**config.mk**
```make
export PLATFORM = sky130hd
export DESIGN_NAME = wb_unit_flat
export DESIGN_NICKNAME = d
export VERILOG_FILES = /design/src/rtl/wb_unit_pkg.sv /design/src/rtl/wb_unit_if.sv /design/src/rtl/wb_unit_fifo.sv /design/src/rtl/wb_unit.sv /design/src/flat_wrapper.sv
export SDC_FILE = /design/constraint.sdc
export NUM_CORES = 1
export LEC_CHECK = 0
export CORE_MARGIN = 1.5
export CORE_UTILIZATION = 55
export DETAILED_ROUTE_END_ITERATION = 8
export HOLD_SLACK_MARGIN = 0.03
export PLACE_DENSITY = 0.94
export SLEW_MARGIN = 15
export SYNTH_ARGS = -nofsm -noshare
export SYNTH_HDL_FRONTEND = slang
export SYNTH_SLANG_ARGS = --single-unit
```
**constraint.sdc**
```tcl
create_clock -name clk -period 5.5 [get_ports clk]
set_input_delay 1.1 -clock clk [delete_from_list [all_inputs] [get_ports clk]]
set_output_delay 1.1 -clock clk [all_outputs]
set_load 0.005 [all_outputs]
```
**src/rtl/wb_unit_pkg.sv**
```systemverilog
// wb_unit_pkg: shared types and constants for the writeback unit
package wb_unit_pkg;
  typedef struct packed {
    logic [4:0]  rd;
    logic [31:0] data;
  } wb_entry_t;
  localparam logic [4:0] REG_ZERO = 5'd0;
  localparam int WB_DEPTH_DEFAULT = 4;
endpackage

```
**src/rtl/wb_unit_if.sv**
```systemverilog
// wb_unit_if: execute-side, register-file and forwarding signals of the writeback unit
interface wb_unit_if;
  logic        alu_valid;
  logic [4:0]  alu_rd;
  logic [31:0] alu_result;
  logic        mem_valid;
  logic        mem_ready;
  logic [4:0]  mem_rd;
  logic [31:0] mem_data;
  logic        rf_busy;
  logic        rf_we;
  logic [4:0]  rf_waddr;
  logic [31:0] rf_wdata;
  logic        issue_stall;
  logic        ovf;
  logic [4:0]  fwd_rs;
  logic        fwd_hit;
  logic [31:0] fwd_data;
  modport master (
    output alu_valid, alu_rd, alu_result, mem_valid, mem_rd, mem_data, rf_busy, fwd_rs,
    input  mem_ready, rf_we, rf_waddr, rf_wdata, issue_stall, ovf, fwd_hit, fwd_data
  );
  modport slave (
    input  alu_valid, alu_rd, alu_result, mem_valid, mem_rd, mem_data, rf_busy, fwd_rs,
    output mem_ready, rf_we, rf_waddr, rf_wdata, issue_stall, ovf, fwd_hit, fwd_data
  );
endinterface

```
**src/rtl/wb_unit_fifo.sv**
```systemverilog
// wb_fifo: result buffer with wrapping pointers; entries/read pointer exported when WB_FORWARD_EN is defined
module wb_fifo import wb_unit_pkg::*; #(
  parameter int DEPTH = WB_DEPTH_DEFAULT
) (
  input  logic                     clk,
  input  logic                     rstn,
  input  logic                     push,
  input  logic                     pop,
  input  wb_entry_t                din,
  output wb_entry_t                head,
  output logic [$clog2(DEPTH):0]   count,
  output logic                     full,
  output logic                     empty
`ifdef WB_FORWARD_EN
  ,
  output wb_entry_t                ents [DEPTH],
  output logic [$clog2(DEPTH)-1:0] rptr_o
`endif
);
  localparam int AW = $clog2(DEPTH);
  localparam int CW = AW + 1;
  wb_entry_t mem [DEPTH];
  logic [AW-1:0] wptr, rptr;
  assign head  = mem[rptr];
  assign full  = count == CW'(DEPTH);
  assign empty = count == '0;
`ifdef WB_FORWARD_EN
  assign ents   = mem;
  assign rptr_o = rptr;
`endif
  // pointers and occupancy; a simultaneous push and pop leaves count unchanged
  always_ff @(posedge clk or negedge rstn)
    if (!rstn) begin
      wptr  <= '0;
      rptr  <= '0;
      count <= '0;
    end else begin
      if (push) wptr <= wptr + AW'(1);
      if (pop) rptr <= rptr + AW'(1);
      count <= count + CW'(push) - CW'(pop);
    end
  // storage needs no reset: only entries below count are ever observed
  always_ff @(posedge clk)
    if (push) mem[wptr] <= din;
endmodule

```
**src/rtl/wb_unit.sv**
```systemverilog
// wb_unit: register-file writeback buffer (ALU/load arbitration, overflow, stall, forwarding under WB_FORWARD_EN)
module wb_unit import wb_unit_pkg::*; #(
  parameter int DEPTH = WB_DEPTH_DEFAULT
) (
  input logic     clk,
  input logic     rstn,
  wb_unit_if.slave wb
);
  localparam int AW = $clog2(DEPTH);
  localparam int CW = AW + 1;
  wb_entry_t din, head;
  logic [AW:0] count;
  logic full, empty, pop, push, alu_push, mem_push;
  assign wb.mem_ready = !wb.alu_valid && !full;
  assign pop = !empty && !wb.rf_busy;
  assign alu_push = wb.alu_valid && wb.alu_rd != REG_ZERO && (!full || pop);
  assign mem_push = wb.mem_valid && wb.mem_ready && wb.mem_rd != REG_ZERO;
  assign push = alu_push || mem_push;
  assign din = wb.alu_valid ? {wb.alu_rd, wb.alu_result} : {wb.mem_rd, wb.mem_data};
  assign wb.issue_stall = count >= CW'(DEPTH - 1);
`ifdef WB_FORWARD_EN
  wb_entry_t ents [DEPTH];
  logic [AW-1:0] rptr, idx;
`endif
  wb_fifo #(.DEPTH(DEPTH)) u_fifo (
    .clk   (clk),
    .rstn  (rstn),
    .push  (push),
    .pop   (pop),
    .din   (din),
    .head  (head),
    .count (count),
    .full  (full),
    .empty (empty)
`ifdef WB_FORWARD_EN
    ,
    .ents  (ents),
    .rptr_o(rptr)
`endif
  );
  // register-file write port and sticky overflow
  always_ff @(posedge clk or negedge rstn)
    if (!rstn) begin
      wb.rf_we    <= 1'b0;
      wb.rf_waddr <= '0;
      wb.rf_wdata <= '0;
      wb.ovf      <= 1'b0;
    end else begin
      wb.rf_we <= pop;
      if (pop) {wb.rf_waddr, wb.rf_wdata} <= head;
      if (wb.alu_valid && full && !pop) wb.ovf <= 1'b1;
    end
`ifdef WB_FORWARD_EN
  // scan oldest to youngest so the last match wins
  always_comb begin
    wb.fwd_hit  = 1'b0;
    wb.fwd_data = '0;
    idx = '0;
    for (int i = 0; i < DEPTH; i++) begin
      idx = rptr + AW'(i);
      if (CW'(i) < count && wb.fwd_rs != REG_ZERO && ents[idx].rd == wb.fwd_rs) begin
        wb.fwd_hit  = 1'b1;
        wb.fwd_data = ents[idx].data;
      end
    end
  end
`else
  logic unused_fwd;
  assign unused_fwd  = ^wb.fwd_rs;
  assign wb.fwd_hit  = 1'b0;
  assign wb.fwd_data = '0;
`endif
endmodule
```
**src/flat_wrapper.sv**
```systemverilog
// flat-port wrapper written by rule: the top's interface ports become plain ports
module wb_unit_flat import wb_unit_pkg::*;
#(
  parameter int DEPTH = WB_DEPTH_DEFAULT
)
  (clk, rstn, wb_alu_valid, wb_alu_rd, wb_alu_result, wb_mem_valid, wb_mem_rd, wb_mem_data, wb_rf_busy, wb_fwd_rs, wb_mem_ready, wb_rf_we, wb_rf_waddr, wb_rf_wdata, wb_issue_stall, wb_ovf, wb_fwd_hit, wb_fwd_data);
  wb_unit_if wb_i ();
  input logic clk;
  input logic rstn;
  input wire logic [$bits(wb_i.alu_valid)-1:0] wb_alu_valid;
  input wire logic [$bits(wb_i.alu_rd)-1:0] wb_alu_rd;
  input wire logic [$bits(wb_i.alu_result)-1:0] wb_alu_result;
  input wire logic [$bits(wb_i.mem_valid)-1:0] wb_mem_valid;
  input wire logic [$bits(wb_i.mem_rd)-1:0] wb_mem_rd;
  input wire logic [$bits(wb_i.mem_data)-1:0] wb_mem_data;
  input wire logic [$bits(wb_i.rf_busy)-1:0] wb_rf_busy;
  input wire logic [$bits(wb_i.fwd_rs)-1:0] wb_fwd_rs;
  output wire logic [$bits(wb_i.mem_ready)-1:0] wb_mem_ready;
  output wire logic [$bits(wb_i.rf_we)-1:0] wb_rf_we;
  output wire logic [$bits(wb_i.rf_waddr)-1:0] wb_rf_waddr;
  output wire logic [$bits(wb_i.rf_wdata)-1:0] wb_rf_wdata;
  output wire logic [$bits(wb_i.issue_stall)-1:0] wb_issue_stall;
  output wire logic [$bits(wb_i.ovf)-1:0] wb_ovf;
  output wire logic [$bits(wb_i.fwd_hit)-1:0] wb_fwd_hit;
  output wire logic [$bits(wb_i.fwd_data)-1:0] wb_fwd_data;
  assign wb_i.alu_valid = wb_alu_valid;
  assign wb_i.alu_rd = wb_alu_rd;
  assign wb_i.alu_result = wb_alu_result;
  assign wb_i.mem_valid = wb_mem_valid;
  assign wb_i.mem_rd = wb_mem_rd;
  assign wb_i.mem_data = wb_mem_data;
  assign wb_i.rf_busy = wb_rf_busy;
  assign wb_i.fwd_rs = wb_fwd_rs;
  assign wb_mem_ready = wb_i.mem_ready;
  assign wb_rf_we = wb_i.rf_we;
  assign wb_rf_waddr = wb_i.rf_waddr;
  assign wb_rf_wdata = wb_i.rf_wdata;
  assign wb_issue_stall = wb_i.issue_stall;
  assign wb_ovf = wb_i.ovf;
  assign wb_fwd_hit = wb_i.fwd_hit;
  assign wb_fwd_data = wb_i.fwd_data;
  wb_unit #(.DEPTH(DEPTH)) u_core (.clk(clk), .rstn(rstn), .wb(wb_i));
endmodule
```
==> reports/metrics.cfg, run 1 <==
[drt]
avgRoutedWirePerCell_um=19.25
totalWireLength_mm=13.70
ant_nets=0
dr.pass1.iters=5
vias_per_cell=5.407
num_vias=3850
post-route-drc-count=0
drt-initial-drc-count=184

[power]
power.total_mw=4.882
peakVddDrop_mv=0.2518
leakage_nw=3.451
power_density_nw_per_um2=503.0

[synth]
synthTopCellsByArea=edfxtp_1 (56%), dfrtp_1 (15%), mux2_2 (11%)
netlist_area_um2=7895
synth_cell_types=24
ys_ff_latch=194
synth.top_cell.area_share_pct=56.29
netlist_instances=395
yosysWarnings=0
ys_seq_area_share_pct=70.87
avgSynthCellArea_um2=19.99
synth_top_area_cell=edfxtp_1

[final_layout]
fill_cells=858
nets=611
n_antenna_cell=0
most-common-layout-cells=edfxtp_1 (148), clkdlybuf4s50_1 (117), mux2_2 (74)
mostFrequentLayoutCell=edfxtp_1
syn_to_final_growth_pct=22.92
final_area_um2=9704
drive_gt1_share_pct=29.14

[setup_path]
crit_family=buffers and inverters
crit_buf_inv=2
required_ps=4400
slowest_delay_ps=730
reg2reg_from=u_core.u_fifo.count[1]
reg2regPathDepth=9
cp_slowest_cell=buf_2
crit_fanout=40
start_kind=primary input
worstSetupPathType=primary input to primary output
crit_path_end_kind=primary output
worstReg2RegEnd=u_core.u_fifo.count[2]
arrival_ps=2510
crit_chain=buf_2 -> nor2_1 -> clkdlybuf4s50_1
ff2ff_setup_slack_ps=3080

[clock_tree]
post_cts_resized=0
cts_hold_buf=0
cts_tree=done
post-cts-setup-buffers=0
numCtsBuffers=17
root_buffer=clkbuf_16
clkLatencyLatePin_ps=430
cts.sinks=194
clk_pin_slew_ps=70
htreeDepth=4
clockBufferDepth=2

[placement]
dpl_cell_area_um2=9124
place_congestion=0.7215
dp.final_hpwl_mm=8.259
portBuffers=119

[timing]
worst_slew_pin_slew_ps=1007
fmax_ghz=0.2772
setup_viol=0
report.final.slew_viol_count=0
final.setup.tns_ps=0
rsz0062_at_grt=no
min_period_ps=3607
fin_skew_ps=7.905
whs_ps=486.5
period_share_pct=65.59
slew_headroom_pct=32.84
hold_viol_final=0

[flow_run]
max_cap_viol_count=0

[die]
die_h_um=122.8
initial_utilization_pct=56.66
dieArea_um2=15080
core.rowCount=43
fp.dieW_um=122.8
io_pins=158
core_um2=13930

[global_routing]
antenna_found_initial=0
grt_max_degree=47
overflow=0
grt_usage_pct=19.98
grt_pass1_vias=4151
grt_first_pass_wirelength_mm=21.45

[min_path]
hold-path-endpoint=u_core.wb.ovf
hold_path.class=flop to flop
min-delay-start=u_core.wb.ovf
hold_depth=1

[run_status]
status=finished clean

==> area by class of cell <==
class,count,area [um^2],share of cell area (%)
Clock buffer,24,503.0,5.183
Clock inverter,8,77.57,0.7994
Tap cell,180,225.2,2.321
Multi-Input combinational cell,176,2067,21.30
Inverter,8,30.03,0.3094
Timing Repair Buffer,122,1204,12.40
Sequential cell,194,5598,57.68
==> registers in the layout, indices dropped and copies added (netlist names) <==
name,cells
u_core.wb.rf_waddr,5
u_core.wb.ovf,1
u_core.wb.rf_we,1
u_core.u_fifo.mem,148
u_core.u_fifo.wptr,2
u_core.u_fifo.rptr,2
u_core.wb.rf_wdata,32
u_core.u_fifo.count,3
==> kinds of logic after synthesis <==
group	count (synthesis)	synth area share (%)
adder cells (fa/ha/maj)	8	1.363
buffers and inverters	57	4.628
flip-flops	194	70.87
XOR/XNOR	4	0.4438
AND/OR/NAND/NOR	15	0.9982
other	1	0.04750
AO/OA/AOI/OAI	4	0.3962
multiplexers	112	21.25
==> metal layers <==
layer | global-route usage [%] | share of wire [%] | up-vias | routed length, um
li1 | - | - | 1721 | -
met4 | 9.084 | 2.0 | 0 | 268
met2 | 35.14 | 53 | 143 | 7304
met5 | 0 | 0 | - | 0
met1 | 23.52 | 40 | 1964 | 5549
met3 | 4.368 | 4.2 | 22 | 581
==> stage by stage <==
step / std cells / worst slack [ps] / util, %
final: 712 / 1893 / 69.64
after global routing: 712 / 1772 / 69.64
after CTS: 712 / 1880 / 69.64
after detailed placement: 680 / 1750 / 65.48
after global placement: 680 / 1934 / 65.48
after floorplan: 427 / 2569 / -
==> synthesized netlist by cell type, drive strengths merged <==
cell	n
mux2	75
ha	7
nor2	4
dfrtp	46
nor3	3
mux4	37
buf	47
o21ai	1
fa	1
xor2	1
a31o	2
edfxtp	148
conb	1
nor3b	1
a221oi	1
inv	8
xnor2	3
nand2	3
clkbuf	2
and2	4
==> power by group <==
group          leakage [nW]  switching, mW  internal, mW
sequential             1.90          0.270          2.07
clock                 0.281          0.506         0.687
combinational          1.27          0.509         0.836
==> worst reg2reg max path, stage by stage, from the launching register on <==
cell and delay (ps):
dfrtp_1 450, nor3_1 380, nor2_4 40, buf_4 320, ha_1 360, inv_1 60, ha_1 130, inv_1 50
fa_1 380, xnor2_1 140
==> how the worst max path moves through the flow <==
stage / startpoint / endpoint / slack (ps) / cells after the start
final: wb_alu_valid / wb_mem_ready / 1890 / 3
after global routing: wb_alu_valid / wb_mem_ready / 1770 / 3
after CTS: wb_alu_valid / wb_mem_ready / 1880 / 3
after detailed placement: wb_alu_valid / u_core.u_fifo.mem[1][17] / 1750 / 5
after global placement: wb_alu_valid / u_core.u_fifo.mem[0][16] / 1930 / 5
after floorplan: wb_alu_rd[1] / u_core.u_fifo.mem[0][0] / 2570 / 4
No activity file was read; power rests on OpenSTA's default activity.
==> run 2, diff against run 1 <==
CORE_UTILIZATION = 46   (was 55)
PLACE_DENSITY = 0.85   (was 0.94)
clock period = 3 ns   (was 5.5 ns; I/O delays follow)
==> reports/metrics.cfg, run 2 (synthesis results as in run 1) <==
[die]
initial_utilization_pct=47.27  ; -9.4 points
core_um2=16700  ; +20%
core.rowCount=47  ; +9.3%
fp.dieW_um=134.0  ; +9.1%
die_h_um=134.0  ; +9.1%
dieArea_um2=17960  ; +19%
io_pins=158  ; unchanged

[timing]
setup_viol=0  ; unchanged
fin_ws_ps=328.3  ; -1564 ps
whs_ps=150.6  ; -335.9 ps
min_period_ps=2672
slew_headroom_pct=31.34  ; -1.5 points
report.final.slew_viol_count=0  ; unchanged
hold_viol_final=0  ; unchanged
final.setup.tns_ps=0  ; unchanged
fmax_ghz=0.3743
fin_skew_ps=8.259  ; +0.3542 ps
worst_slew_pin_slew_ps=1030  ; +22.42 ps
period_share_pct=89.06
rsz0062_at_grt=no

[drt]
avgRoutedWirePerCell_um=18.53  ; -3.7%
ant_nets=0  ; unchanged
num_vias=3887  ; +0.96%
dr.pass1.iters=5  ; unchanged
drt-initial-drc-count=272  ; +48%
post-route-drc-count=0  ; unchanged
totalWireLength_mm=14.01  ; +2.2%
vias_per_cell=5.142  ; -4.9%

[final_layout]
final_core_util_pct=58.62  ; -11 points
top_register=u_core.u_fifo.mem
final_area_um2=9789  ; +0.88%
fill_cells=1214  ; +41%
nets=615  ; +0.65%
syn_to_final_growth_pct=23.99
n_antenna_cell=0  ; unchanged
reg_top3=u_core.u_fifo.mem (148), u_core.wb.rf_wdata (32), u_core.wb.rf_waddr (5)
most-common-layout-cells=edfxtp_1 (148), clkdlybuf4s50_1 (117), mux2_2 (74)
mostFrequentLayoutCell=edfxtp_1
largest_reg_flops=148  ; unchanged
drive_gt1_share_pct=30.04  ; +0.90 points

[setup_path]
crit_family=simple AND/OR/NAND/NOR gates
crit_buf_inv=2  ; unchanged
worstSetupPathType=primary input to flop
required_ps=3050  ; -1350 ps
crit_chain=clkdlybuf4s50_1 -> nor3_1 -> buf_4 -> a221oi_1 -> a31o_2 -> and2_2
slowest_delay_ps=850  ; +120 ps
crit_path_end_kind=flop
crit_fanout=37  ; -7.5%
arrival_ps=2720  ; +210 ps
start_kind=primary input
cp_slowest_cell=and2_2

[min_path]
hold_path.class=primary input to asynchronous set/reset pin

[clock_tree]
numCtsBuffers=17  ; unchanged
htreeDepth=4  ; unchanged
clockBufferDepth=2  ; unchanged
post-cts-setup-buffers=0  ; unchanged
cts.sinks=194  ; unchanged
cts_hold_buf=0  ; unchanged
clk_pin_slew_ps=70  ; about the same
clkLatencyLatePin_ps=430  ; about the same
cts_tree=done
root_buffer=clkbuf_16
post_cts_resized=0  ; unchanged

[placement]
place_ws_ps=-141.9  ; -1891 ps
dp.final_hpwl_mm=8.985  ; +8.8%
place_congestion=0.6978  ; -3.3%
portBuffers=119  ; unchanged
dpl_cell_area_um2=9216  ; +1.0%

[run_status]
status=finished clean

[global_routing]
grt_first_pass_wirelength_mm=22.45  ; +4.6%
antenna_found_initial=0  ; unchanged
grt_pass1_vias=4211  ; +1.4%
overflow=0  ; unchanged
grt_max_degree=41  ; -13%
grt_usage_pct=16.89  ; -3.1 points

[power]
power_density_nw_per_um2=913.8  ; +82%
leakage_nw=3.469  ; +0.53%
peakVddDrop_mv=0.5130  ; +100%

[flow_run]
max_cap_viol_count=0  ; unchanged

-- run 2: cell count changes in the layout (fill, tap and decap cells not counted), moves of 2 or more --
cell / previous run / this run
inv_6: 0 / 6
clkbuf_1: 3 / 0
clkinv_2: 3 / 0
buf_4: 3 / 6
clkinv_4: 2 / 4
clkbuf_8: 3 / 0
-- run 2: routing by layer --
| layer | vias up | global-route usage (%) | part of all wire [%] |
|---|---|---|---|
| li1 | 1730 | - | - |
| met2 | 151 | 29.38 | 53 |
| met5 | - | 0 | 0 |
| met1 | 1989 | 20.62 | 41 |
| met4 | 0 | 6.033 | 1.4 |
| met3 | 17 | 4.195 | 4.9 |
-- run 2: area by class of cell --
cell class                 instances  area [um^2]  area share, %
tap                              220        275.3          2.812
inverter                           8        30.03         0.3067
timing repair buffer             126         1246          12.73
multi-input combinational        176         2067          21.11
sequential                       194         5598          57.18
clock buffer                      17        425.4          4.346
clock inverter                    15        147.6          1.508
-- run 2: through the flow --
stage                     instances  power [mW]
after floorplan                 427       5.758
after global placement          724       6.745
after global routing            756       9.413
after CTS                       756       9.090
final                           756       8.946
after detailed placement        724       6.901
-- run 2: path summary, 6_finish.rpt --
kind                                        start                 endpoint  slack (ps)  cells after the start
min in group clk           u_core.wb.rf_wdata[28]   u_core.wb.rf_wdata[28]         510                      1
max                                  wb_alu_rd[0]  u_core.u_fifo.mem[0][6]         330                      6
max reg2reg                u_core.u_fifo.count[2]  u_core.u_fifo.mem[0][6]         650                      4
min                                          rstn   u_core.wb.rf_wdata[22]         150                      1
min reg2reg                u_core.wb.rf_wdata[28]   u_core.wb.rf_wdata[28]         510                      1
max in group asynchronous                    rstn    u_core.u_fifo.rptr[1]        2050                      2
-- run 2: worst reg2reg max path: stages, from the launching register on --
cell,delay (ps)
dfrtp_1,390
nor3b_2,180
a221oi_1,280
a31o_2,240
and2_2,850
-- run 2: power breakdown --
part	leakage (nW)	internal (mW)	switching, mW	total [mW]
registers	1.90	3.80	0.453	4.25
clock network	0.275	1.17	1.01	2.17
logic	1.30	1.55	0.965	2.52
